### src/rtl/uart_pkg.sv
// Parity encoding, FSM states and parity helpers shared by the UART receiver and transmitter.
// No logic of its own; both ends decode parity_type the same way.
package uart_pkg;

  localparam logic [1:0] PAR_NONE = 2'b00;
  localparam logic [1:0] PAR_ODD  = 2'b01;
  localparam logic [1:0] PAR_EVEN = 2'b10;

  typedef enum logic [2:0] {
    IDLE,
    START,
    DATA,
    PARITY,
    STOP,
    BREAK
  } uart_state_t;

  function automatic logic has_parity(input logic [1:0] ptype);
    return (ptype == PAR_ODD) || (ptype == PAR_EVEN);
  endfunction

  // xor_all is the XOR over payload and received parity bit
  function automatic logic parity_mismatch(input logic [1:0] ptype, input logic xor_all);
    if (ptype == PAR_ODD)  return ~xor_all;
    if (ptype == PAR_EVEN) return xor_all;
    return 1'b0;
  endfunction

endpackage

### src/rtl/uart_baud_tick.sv
// Baud divider: one-cycle tick every DIV clocks, counter restartable to 0 synchronously.
// Latency: tick is combinational from the counter; restart takes effect next clock.
// Backpressure: none, free-running.
module uart_baud_tick #(
  parameter int DIV = 1
) (
  input  logic clk,
  input  logic reset,
  input  logic restart,
  output logic tick
);

  localparam int CW = (DIV > 1) ? $clog2(DIV) : 1;
  localparam logic [CW-1:0] LAST = CW'(DIV - 1);

  logic [CW-1:0] cnt;

  always_ff @(posedge clk or posedge reset) begin
    if (reset) begin
      cnt <= '0;
    end else if (restart || cnt == LAST) begin
      cnt <= '0;
    end else begin
      cnt <= cnt + 1'b1;
    end
  end

  assign tick = (cnt == LAST);

endmodule

### src/rtl/uart_rx.sv
// UART receiver: 16x oversampled 8N1/8O1/8E1 frame recovery with parity and framing status.
// Latency: data_valid one clk after the stop-bit mid-sample, plus 2 clks of rx synchroniser.
// Backpressure: none; data_out and status hold until the next data_valid, no overrun flag.
module uart_rx
  import uart_pkg::*;
#(
  parameter int CLK_FREQ   = 50_000_000,
  parameter int BAUD       = 115200,
  parameter int OVERSAMPLE = 16,
  parameter int DATA_BITS  = 8
) (
  input  logic                 clk,
  input  logic                 reset,
  input  logic                 rx,
  input  logic [1:0]           parity_type,
  output logic [DATA_BITS-1:0] data_out,
  output logic                 data_valid,
  output logic                 parity_error,
  output logic                 framing_error,
  output logic                 rx_busy
);

  localparam int DIV = CLK_FREQ / (BAUD * OVERSAMPLE);
  localparam int TW  = $clog2(OVERSAMPLE);
  localparam int BW  = (DATA_BITS > 1) ? $clog2(DATA_BITS) : 1;
  localparam logic [TW-1:0] HALF_TICK = TW'(OVERSAMPLE / 2 - 1);
  localparam logic [TW-1:0] LAST_TICK = TW'(OVERSAMPLE - 1);
  localparam logic [BW-1:0] LAST_BIT  = BW'(DATA_BITS - 1);

  uart_state_t          state;
  logic                 rx_meta;
  logic                 rx_s;
  logic                 tick;
  logic                 restart;
  logic [TW-1:0]        tick_cnt;
  logic [BW-1:0]        bit_cnt;
  logic [DATA_BITS-1:0] shift_reg;
  logic [1:0]           ptype_q;
  logic                 par_err_q;

  // Restarting on the start edge puts every later sample a fixed tick count from it
  assign restart = (state == IDLE) && tick && !rx_s;

  uart_baud_tick #(.DIV(DIV)) u_tick (
    .clk     (clk),
    .reset   (reset),
    .restart (restart),
    .tick    (tick)
  );

  always_ff @(posedge clk or posedge reset) begin
    if (reset) begin
      state         <= IDLE;
      rx_meta       <= 1'b1;
      rx_s          <= 1'b1;
      tick_cnt      <= '0;
      bit_cnt       <= '0;
      shift_reg     <= '0;
      ptype_q       <= PAR_NONE;
      par_err_q     <= 1'b0;
      data_out      <= '0;
      data_valid    <= 1'b0;
      parity_error  <= 1'b0;
      framing_error <= 1'b0;
      rx_busy       <= 1'b0;
    end else begin
      rx_meta    <= rx;
      rx_s       <= rx_meta;
      data_valid <= 1'b0;
      if (tick) begin
        unique case (state)
          IDLE: begin
            if (!rx_s) begin
              state     <= START;
              ptype_q   <= parity_type;
              tick_cnt  <= '0;
              bit_cnt   <= '0;
              par_err_q <= 1'b0;
              rx_busy   <= 1'b1;
            end
          end
          START: begin
            if (tick_cnt == HALF_TICK) begin
              tick_cnt <= '0;
              if (rx_s) begin
                state   <= IDLE;
                rx_busy <= 1'b0;
              end else begin
                state <= DATA;
              end
            end else begin
              tick_cnt <= tick_cnt + 1'b1;
            end
          end
          DATA: begin
            if (tick_cnt == LAST_TICK) begin
              tick_cnt  <= '0;
              shift_reg <= {rx_s, shift_reg[DATA_BITS-1:1]};
              if (bit_cnt == LAST_BIT) begin
                state <= has_parity(ptype_q) ? PARITY : STOP;
              end else begin
                bit_cnt <= bit_cnt + 1'b1;
              end
            end else begin
              tick_cnt <= tick_cnt + 1'b1;
            end
          end
          PARITY: begin
            if (tick_cnt == LAST_TICK) begin
              tick_cnt  <= '0;
              par_err_q <= parity_mismatch(ptype_q, ^{shift_reg, rx_s});
              state     <= STOP;
            end else begin
              tick_cnt <= tick_cnt + 1'b1;
            end
          end
          STOP: begin
            if (tick_cnt == LAST_TICK) begin
              tick_cnt      <= '0;
              data_out      <= shift_reg;
              data_valid    <= 1'b1;
              parity_error  <= par_err_q;
              framing_error <= ~rx_s;
              if (rx_s) begin
                state   <= IDLE;
                rx_busy <= 1'b0;
              end else begin
                state <= BREAK;
              end
            end else begin
              tick_cnt <= tick_cnt + 1'b1;
            end
          end
          BREAK: begin
            // A held-low line must go high before a new start edge is accepted
            if (rx_s) begin
              state   <= IDLE;
              rx_busy <= 1'b0;
            end
          end
          default: begin
            state   <= IDLE;
            rx_busy <= 1'b0;
          end
        endcase
      end
    end
  end

endmodule

### config.mk
export PLATFORM = sky130hd
export DESIGN_NAME = uart_rx
export DESIGN_NICKNAME = d
export VERILOG_FILES = /design/src/rtl/uart_pkg.sv /design/src/rtl/uart_baud_tick.sv /design/src/rtl/uart_rx.sv
export SDC_FILE = /design/constraint.sdc
export NUM_CORES = 1
export LEC_CHECK = 0
export ABC_AREA = 0
export ABC_CLOCK_PERIOD_IN_PS = 3450
export BUFFER_PORTS_ARGS = -buffer_cell sky130_fd_sc_hd__buf_2
export CAP_MARGIN = 20
export CORE_ASPECT_RATIO = 0.9
export CORE_MARGIN = 2
export CORE_UTILIZATION = 56
export CTS_BUF_LIST = sky130_fd_sc_hd__clkbuf_4
export CTS_CLUSTER_DIAMETER = 60
export CTS_CLUSTER_SIZE = 16
export DETAILED_ROUTE_END_ITERATION = 7
export GPL_TIMING_DRIVEN = 0
export HOLD_SLACK_MARGIN = 0.05
export PLACE_DENSITY = 0.74
export RECOVER_POWER = 50
export SYNTH_ARGS = -nofsm -noshare
export SYNTH_HDL_FRONTEND = slang
export SYNTH_SLANG_ARGS = --single-unit
### constraint.sdc
create_clock -name clk -period 3.45 [get_ports clk]
set_input_delay 0.69 -clock clk [delete_from_list [all_inputs] [get_ports clk]]
set_output_delay 0.69 -clock clk [all_outputs]
set_load 0.02 [all_outputs]
==> results of run 1 <==
-- kinds of logic after synthesis --
logic type / count (synthesis) / synth area share (%)
AOI/OAI and AO/OA: 28 / 9.507
xor gates and xnor gates: 10 / 5.371
adders and majority gates: 7 / 4.321
buffers and inverters: 20 / 4.752
DFF: 40 / 49.51
muxes: 24 / 13.21
and+or+nand+nor: 50 / 13.33
-- final cells by class --
type / count / area (um2)
fill: 277 / 1211
sequential: 40 / 1003
multi-input combinational: 119 / 927.1
timing repair buffer: 16 / 80.08
buffer: 11 / 61.31
tap: 44 / 55.05
clock buffer: 7 / 52.55
inverter: 9 / 33.78
clock inverter: 1 / 3.754
-- synthesized netlist by cell type, types with 2 or more instances --
master and n:
inv_1 9, dfstp_2 2, nand4b_1 2, nor2b_1 2, nand3_1 7, buf_6 2
mux2_1 8, o2bb2ai_1 2, mux2_2 14, nand2b_1 2, o21ai_0 11, xnor2_1 5
clkbuf_1 4, xor2_1 3, o21ai_1 3, buf_2 5, and3_1 6, dfrtp_1 38
mux2i_1 2, nand2_1 11, nor2_1 11, ha_1 7, nor3_1 2
-- through the flow --
step | util [%] | hold slack, ns
floorplan | - | 0.3452
global placement | 63.07 | 0.3469
detailed placement | 63.07 | 0.3482
CTS | 64.71 | 0.3647
global route | 64.67 | 0.3668
finish | 64.67 | 0.3620
-- power breakdown --
part	leakage, nW	total, mW	internal, mW	switching, mW
sequential	0.527	0.474	0.473	0.00165
clock	0.0338	0.234	0.0942	0.139
combinational	0.544	0.0358	0.0127	0.0231
total	1.11	0.744	0.579	0.164
-- metal layers --
| layer | vias up | GRT usage (%) | wire length [um] |
|---|---|---|---|
| met5 | - | 0 | 0 |
| met4 | 0 | 8.455 | 44 |
| met3 | 6 | 4.936 | 213 |
| met2 | 50 | 32.96 | 1828 |
| met1 | 694 | 28.67 | 1742 |
| li1 | 676 | - | - |
-- final timing paths --
path                             startpoint          end  slack [ns]  cells past startpoint
worst max-delay path            tick_cnt[0]   ptype_q[1]        1.23                      6
worst min-delay path                rx_meta         rx_s        0.36                      0
worst max register to register  tick_cnt[0]   ptype_q[1]        1.23                      6
worst min register to register      rx_meta         rx_s        0.36                      0
max in group asynchronous             reset  data_out[3]        1.79                      2
min in group asynchronous             reset   data_valid        0.79                      2
-- worst max-delay path, cell delays in order, from the launching register on --
cell and delay (ns):
dfrtp_1 0.43, ha_1 0.27, and3_1 0.26, o221ai_1 0.29, nand2_1 0.14, nor4_2 0.36, mux2_1 0.37
==> flow_summary.json, run 1 <==
{
  "drive_gt1_share_pct": 24.14,
  "grt_pass1_wl_um": 6279,
  "post_cts_buffers": 0,
  "drt_iter0_drc": 97,
  "dp.cells": 239,
  "synth_edf_count": 0,
  "p_per_area_mw_per_mm2": 335.4,
  "diodes": 0,
  "gr-total-overflow": 0,
  "portBuffers": 16,
  "ys_seq_area_share_pct": 49.51,
  "grt_use_total_pct": 21.02,
  "ys_ff_latch": 40,
  "cts_tree": "yes",
  "leakage_nw": 1.105,
  "wl_per_cell_um": 15.50,
  "yosysTopAreaCellShare_pct": 46.91,
  "die-width_um": 67.42,
  "layout_commonest_cell": "dfrtp_1",
  "cts-root-buf": "clkbuf_4",
  "drc": 0,
  "syn_nets": 191,
  "hold_class": "reg2reg",
  "syn_area_mm2": 0.002027,
  "vias": 1426,
  "cp.required_ns": 3.68,
  "max-vdd-ir-drop_mv": 0.2361,
  "nets": 214,
  "antenna_found_initial": 0,
  "dp_hpwl_um": 2744,
  "clock_latency_ns": 0.33,
  "hold_violations": 0,
  "async_flop_share_pct": 100.0,
  "critPathLaunchType": "register",
  "min_period_ns": 2.220,
  "post-route-period-util_pct": 64.36,
  "areaGrowthSynthToFinish_pct": 9.383,
  "placed_cell_area_mm2": 0.002162,
  "slew_viol_final": 41,
  "avgSynthCellArea_um2": 11.32,
  "fin_tns_setup_ns": 0,
  "pre_cts_ws_ns": 1.263,
  "cts_buffers": 5,
  "core_mm2": 0.003428,
  "finalPower_uw": 743.5,
  "max_slew_margin_pct": -0.5934,
  "rows": 20,
  "detail-route-antenna-nets": 0,
  "grt_max_degree": 41,
  "grt_pass1_vias": 1349,
  "setup.worst_path.end_class": "register",
  "setup_violations": 0,
  "synthCells": 179,
  "skew_ns": 0.003947,
  "first_pass_iters": 4,
  "path_class": "reg2reg",
  "final_cell_count_no_fill": 247,
  "die_area_mm2": 0.004117,
  "synth_cell_types": 44,
  "final_area_mm2": 0.002217,
  "timing.fmax_ghz": 0.4504,
  "clock_sink_count": 40,
  "clockBufferDepth": 2,
  "die_height_um": 61.08,
  "rsz0062_at_grt": "false",
  "hold_buffers": 0,
  "cp.arrival_ns": 2.45,
  "wirelength_um": 3829,
  "clkTransAtPathRegs_ns": 0.11,
  "synth_area_leader_cell": "dfrtp_1",
  "layout_common_cells": "dfrtp_1 (38), buf_2 (20), mux2_2 (14)",
  "setup_ws_ns": 1.230,
  "drv_cap": 1,
  "cts_resized": 0,
  "floorplan.initialDensity_pct": 59.12,
  "io_pins": 17,
  "synth_area_leaders": "dfrtp_1 (47%), mux2_2 (7.8%), mux2_1 (4.4%)",
  "worst_pin_slew_ns": 1.507,
  "htreeDepth": 2,
  "finalWeightedCongestion": 0.8781,
  "ys.flop_type": "dfrtp_1",
  "post_drt_via_cell_ratio": 5.773,
  "crit_fanout": 5,
  "ys_warn_count": 0,
  "violations": "capacitance limit, slew limit",
  "status": "finished, violations left"
}
No activity file was read; power rests on OpenSTA's default activity.
==> inputs of run 2 (changes only) <==
--- a/config.mk
+++ b/config.mk
@@ -6,7 +6,7 @@
 export NUM_CORES = 1
 export LEC_CHECK = 0
 export ABC_AREA = 0
-export ABC_CLOCK_PERIOD_IN_PS = 3450
+export ABC_CLOCK_PERIOD_IN_PS = 2100
 export BUFFER_PORTS_ARGS = -buffer_cell sky130_fd_sc_hd__buf_2
 export CAP_MARGIN = 20
 export CORE_ASPECT_RATIO = 0.9
==> constraint.sdc (replaced) <==
create_clock -name clk -period 2.1 [get_ports clk]
set_input_delay 0.42 -clock clk [delete_from_list [all_inputs] [get_ports clk]]
set_output_delay 0.42 -clock clk [all_outputs]
set_load 0.02 [all_outputs]
==> flow_summary.json, run 2 (synthesized netlist as in run 1, its figures left out) <==
{
  "p_per_area_mw_per_mm2": 545.7,
  "cp.arrival_ns": 2.20,
  "cp.required_ns": 2.33,
  "dp_hpwl_um": 2744,
  "setup_violations": 0,
  "wl_per_cell_um": 15.38,
  "hold_class": "in2reg",
  "layout_common_cells": "dfrtp_1 (38), buf_2 (18), mux2_2 (14), nor2_1 (11), o21ai_0 (11)",
  "routed.top_layer": "met4",
  "grt_use_total_pct": 20.98,
  "timing.fmax_ghz": 0.5092,
  "clock_latency_ns": 0.34,
  "detail-route-antenna-nets": 0,
  "drt_iter0_drc": 89,
  "grt_pass1_vias": 1356,
  "rsz0062_at_grt": "false",
  "clock_sink_count": 40,
  "die-width_um": 67.42,
  "nets": 216,
  "slew_viol_final": 0,
  "min_period_ns": 1.964,
  "path_class": "reg2reg",
  "hold_violations": 0,
  "utilization_pct": 65.66,
  "antenna_found_initial": 0,
  "cp_cell_sequence": "ha_2, and3_2, o221ai_2, nand2_2, nor4_4, mux2_1",
  "wirelength_um": 3830,
  "max_stage_delay_ns": 0.43,
  "drive_gt1_share_pct": 25.85,
  "finalPower_mw": 1.228,
  "status": "finished, violations left",
  "rows": 20,
  "portBuffers": 16,
  "gr-total-overflow": 0,
  "critPathTopFamily": "simple AND/OR/NAND/NOR gates",
  "max-vdd-ir-drop_mv": 0.3905,
  "grt_max_degree": 41,
  "vias": 1417,
  "setup.worst_path.end_class": "register",
  "core_mm2": 0.003428,
  "die_height_um": 61.08,
  "slowest_stage": "dfrtp_1",
  "violations": "capacitance limit",
  "finalWeightedCongestion": 0.8781,
  "cts_buffers": 5,
  "wl_met1_um": 1839,
  "first_pass_iters": 4,
  "grt_pass1_wl_um": 6279,
  "skew_ns": 0.004841,
  "post_drt_via_cell_ratio": 5.691,
  "hold_buffers": 0,
  "clockBufferDepth": 2,
  "layout_commonest_cell": "dfrtp_1",
  "areaGrowthSynthToFinish_pct": 11.05,
  "route.met2.wl_um": 1816,
  "drv_cap": 1,
  "dr_wl_met3_um": 131,
  "floorplan.initialDensity_pct": 59.12,
  "worst_pin_slew_ns": 1.490,
  "critPathLaunchType": "register",
  "cts-root-buf": "clkbuf_4",
  "max_slew_margin_pct": 0.5838,
  "diodes": 0,
  "die_area_mm2": 0.004117,
  "cts_tree": "yes",
  "htreeDepth": 2,
  "post-route-period-util_pct": 93.52,
  "worst-path-buf-inv": 0,
  "crit_fanout": 5,
  "drc": 0,
  "leakage_nw": 1.103,
  "io_pins": 17,
  "clkTransAtPathRegs_ns": 0.11
}
## run 2: what timing repair did
item / CTS / global route
pin swaps: 1 / 1
gates cloned: 0 / 0
gates resized for setup: 5 / 0
buffers inserted: 1 / 1
setup endpoints to repair: 2 / 15
## run 2: worst register-to-register path: stages, from the launching register on
cell and delay [ns]:
dfrtp_1 0.43, ha_2 0.23, and3_2 0.26, o221ai_2 0.23, nand2_2 0.12, nor4_4 0.23
mux2_1 0.36
## run 2: routing by layer
| metal | up-vias | track usage, % |
|---|---|---|
| li1 | 680 | - |
| met1 | 703 | 28.07 |
| met2 | 28 | 33.66 |
| met3 | 6 | 4.936 |
| met4 | 0 | 8.163 |
| met5 | - | 0 |
## run 2: worst paths after layout
check                            start          to  slack [ns]  cells past startpoint
max in group asynchronous        reset    state[2]        0.72                      2
max reg2reg                tick_cnt[0]  ptype_q[1]        0.14                      6
max                        tick_cnt[0]  ptype_q[1]        0.14                      6
min reg2reg                    rx_meta        rx_s        0.36                      0
min                                 rx     rx_meta        0.17                      1
min in group asynchronous        reset  data_valid        0.51                      2
## run 2: stage by stage
stage	hold slack [ns]	TNS (ns)	instance area [um2]	worst slack (ns)	cells
6_report	0.1690	0	2251	0.1362	249
3_5_place_dp	0.3482	-0.1604	2162	-0.08710	239
3_3_place_gp	0.3469	-0.04840	2162	-0.02426	239
2_1_floorplan	0.3452	0	2027	0.2482	179
4_1_cts	0.1578	0	2247	0.003197	248
5_1_grt	0.1403	0	2251	0.02124	249
## run 2: final cells by class
cell class	instances	area, um2
inverters	9	33.78
flip-flops and latches	40	1003
fillers	278	1177
repair buffers	18	91.34
multi-input cells	119	948.4
well taps	44	55.05
clock buffers	7	52.55
clock inverters	1	3.754
plain buffers	11	62.56
## run 2: report_power, final
part | switching, mW | internal (mW)
sequential | 0.00273 | 0.776
clock | 0.234 | 0.155
combinational | 0.0389 | 0.0215
total | 0.276 | 0.953
==> inputs of run 3 (changes only) <==
--- a/config.mk
+++ b/config.mk
@@ -6,7 +6,7 @@
 export NUM_CORES = 1
 export LEC_CHECK = 0
 export ABC_AREA = 0
-export ABC_CLOCK_PERIOD_IN_PS = 2100
+export ABC_CLOCK_PERIOD_IN_PS = 1670
 export BUFFER_PORTS_ARGS = -buffer_cell sky130_fd_sc_hd__buf_2
 export CAP_MARGIN = 20
 export CORE_ASPECT_RATIO = 0.9
@@ -14,12 +14,13 @@
 export CORE_UTILIZATION = 56
 export CTS_BUF_LIST = sky130_fd_sc_hd__clkbuf_4
 export CTS_CLUSTER_DIAMETER = 60
-export CTS_CLUSTER_SIZE = 16
+export CTS_CLUSTER_SIZE = 40
 export DETAILED_ROUTE_END_ITERATION = 7
 export GPL_TIMING_DRIVEN = 0
 export HOLD_SLACK_MARGIN = 0.05
-export PLACE_DENSITY = 0.74
+export PLACE_DENSITY = 0.77
 export RECOVER_POWER = 50
 export SYNTH_ARGS = -nofsm -noshare
 export SYNTH_HDL_FRONTEND = slang
+export SYNTH_HIERARCHICAL = 1
 export SYNTH_SLANG_ARGS = --single-unit
==> constraint.sdc (replaced) <==
create_clock -name clk -period 1.67 [get_ports clk]
set_input_delay 0.334 -clock clk [delete_from_list [all_inputs] [get_ports clk]]
set_output_delay 0.334 -clock clk [all_outputs]
set_load 0.02 [all_outputs]
==> flow_summary.json, run 3 <==
{
  "status": "finished, violations left",
  "violations": "setup timing",
  "setup_ws_ns": -0.1439,
  "synthTopCellsByCount": "dfrtp_1 (38), mux2_2 (20), nand2_1 (12), o21ai_0 (12), inv_1 (9)",
  "synth_area_leaders": "dfrtp_1 (45%), mux2_2 (11%), ha_1 (4.1%)",
  "yosysTopAreaCellShare_pct": 44.63,
  "layout_common_cells": "dfrtp_1 (37), buf_2 (18), buf_4 (13), mux2_2 (11), nand2_1 (10)",
  "hold_class": "in2reg",
  "die-width_um": 69.02,
  "drive_gt1_share_pct": 41.74,
  "synth_edf_count": 0,
  "rsz0062_at_grt": "true",
  "htreeDepth": 2,
  "whs_ns": 0.06997,
  "max-vdd-ir-drop_mv": 0.5598,
  "switching_share_pct": 22.26,
  "drc": 0,
  "io_pins": 17,
  "min_period_ns": 1.814,
  "max_slew_margin_pct": 62.70,
  "syn_nets": 200,
  "portBuffers": 16,
  "setup.worst_path.end_class": "register",
  "leakage_nw": 1.306,
  "async_flop_share_pct": 100.0,
  "layout_commonest_cell": "dfrtp_1",
  "synth_cell_types": 49,
  "floorplan.initialDensity_pct": 57.93,
  "detail-route-antenna-nets": 0,
  "setup_violations": 27,
  "critPathLaunchType": "register",
  "rr_worst_depth": 4,
  "ys.flop_type": "dfrtp_1",
  "dp_hpwl_um": 2893,
  "r2r-end": "state[1]",
  "die_height_um": 62.52,
  "cts_buffers": 5,
  "avgSynthCellArea_um2": 11.33,
  "drt_iter0_drc": 98,
  "cp.arrival_ns": 2.06,
  "internal_power_mw": 1.313,
  "cts-root-buf": "clkbuf_4",
  "p_sw_uw": 375.8,
  "worst_pin_slew_ns": 0.5595,
  "ys_seq_area_share_pct": 47.09,
  "slew_viol_final": 0,
  "combPwrFrac_pct": 5.3,
  "gr-total-overflow": 0,
  "cts_tree": "yes",
  "clock_sink_count": 40,
  "p_per_area_mw_per_mm2": 625.6,
  "post_drt_via_cell_ratio": 6.163,
  "crit_fanout": 8,
  "ys_ff_latch": 40,
  "clock_latency_ns": 0.35,
  "drv_cap": 0,
  "hold_path_depth": 1,
  "grt_use_total_pct": 23.39,
  "antenna_found_initial": 0,
  "hold_violations": 0,
  "finalPower_mw": 1.689,
  "areaGrowthSynthToFinish_pct": 26.66,
  "die_area_mm2": 0.004315,
  "ff2ff_setup_slack_ns": -0.14,
  "diodes": 0,
  "core_mm2": 0.003679,
  "skew_ns": 0.01049,
  "grt_pass1_wl_um": 8093,
  "dp.cells": 251,
  "yosysMostFrequentCell": "dfrtp_1",
  "cp.required_ns": 1.91,
  "ys_warn_count": 6,
  "wirelength_um": 4782,
  "post-route-period-util_pct": 108.6,
  "hp-start": "rx",
  "clkTransAtPathRegs_ns": 0.11,
  "synthCells": 188,
  "r2r-start": "tick_cnt[3]",
  "timing.fmax_ghz": 0.5513,
  "wl_per_cell_um": 17.33,
  "p_seq_share_pct": 58.1,
  "clkPwrFrac_pct": 36.5,
  "path_class": "reg2reg",
  "whs_endpoint": "rx_meta",
  "nets": 241,
  "clockBufferDepth": 2,
  "syn_area_mm2": 0.002131,
  "first_pass_iters": 4,
  "vias": 1701,
  "final_cell_count_no_fill": 276,
  "utilization_pct": 73.37,
  "fillerInstances": 241,
  "finalWeightedCongestion": 0.8415,
  "grt_pass1_vias": 1629,
  "rows": 21,
  "synth_area_leader_cell": "dfrtp_1",
  "grt_max_degree": 24
}
==> run 3: cell count changes in the layout (fill, tap and decap cells not counted), moves of 6 or more <==
cell / before / now
mux2_1: 8 / 0
nor2_1: 11 / 3
buf_4: 2 / 13
a21oi_1: 0 / 6
clkbuf_1: 7 / 1
mux2_4: 0 / 9
==> run 3: per-stage QoR <==
stage | instance area [um2] | TNS [ns] | worst slack [ns]
final | 2699 | -1.865 | -0.1439
after CTS | 2615 | -1.297 | -0.1027
after floorplan | 2168 | -1.070 | -0.1238
after global placement | 2306 | -3.583 | -0.2497
after global routing | 2699 | -4.924 | -0.2045
after detailed placement | 2333 | -5.123 | -0.3075
==> run 3: logic make-up after synthesis <==
logic type                 count (synthesis)  share of synthesized area, %
and+or+nand+nor                           55                         16.09
DFF                                       40                         47.09
AOI/OAI and AO/OA                         37                         11.57
muxes                                     22                         11.51
buffers and inverters                     19                         4.345
xor gates and xnor gates                   8                         5.284
adders and majority gates                  7                         4.110
==> run 3: per-layer routing <==
layer,wire length [um],global-route usage (%)
met5,0,0
met4,94,6.863
met3,317,5.000
met2,2274,37.62
met1,2095,32.16
==> run 3: how the worst max path moves through the flow <==
stage | from | endpoint | slack, ns | cells past startpoint
floorplan | u_tick/cnt[0] | shift_reg[0] | -0.12 | 8
global placement | u_tick/cnt[0] | shift_reg[5] | -0.25 | 8
detailed placement | u_tick/cnt[0] | shift_reg[4] | -0.31 | 8
CTS | u_tick/cnt[0] | shift_reg[4] | -0.10 | 9
global route | u_tick/cnt[0] | par_err_q | -0.20 | 9
finish | tick_cnt[3] | state[1] | -0.14 | 4
==> run 3: critical path: stages, from the launching register on <==
cell and delay, ns:
dfrtp_1 0.52, or3_1 0.41, a21o_1 0.27, a21o_1 0.25, a211o_1 0.27
==> run 3: cell type report <==
class | count | area [um2] | area share [%]
Buffer | 10 | 91.34 | 3.384
Clock buffer | 5 | 37.54 | 1.391
Clock inverter | 3 | 37.54 | 1.391
Inverter | 9 | 33.78 | 1.252
Multi-Input combinational cell | 129 | 1190 | 44.09
Sequential cell | 40 | 1005 | 37.23
Tap cell | 46 | 57.56 | 2.133
Timing Repair Buffer | 34 | 246.5 | 9.133
==> run 3: what timing repair did <==
action	CTS	global route
gates resized for setup	21	24
hold buffers	1	0
hold endpoints to repair	5	0
pin swaps	11	5
cloned	0	1
endpoints found under the setup margin	33	36
buffers inserted	10	5
==> run 3: power groups by stage <==
stage               Clock (mW)  Sequential, mW  Combinational, mW
finish                   0.617           0.981             0.0902
global route             0.671           0.983             0.0999
CTS                      0.626           0.981             0.0928
detailed placement           0            1.00             0.0872
global placement             0           0.999             0.0762
floorplan                    0           0.998             0.0569
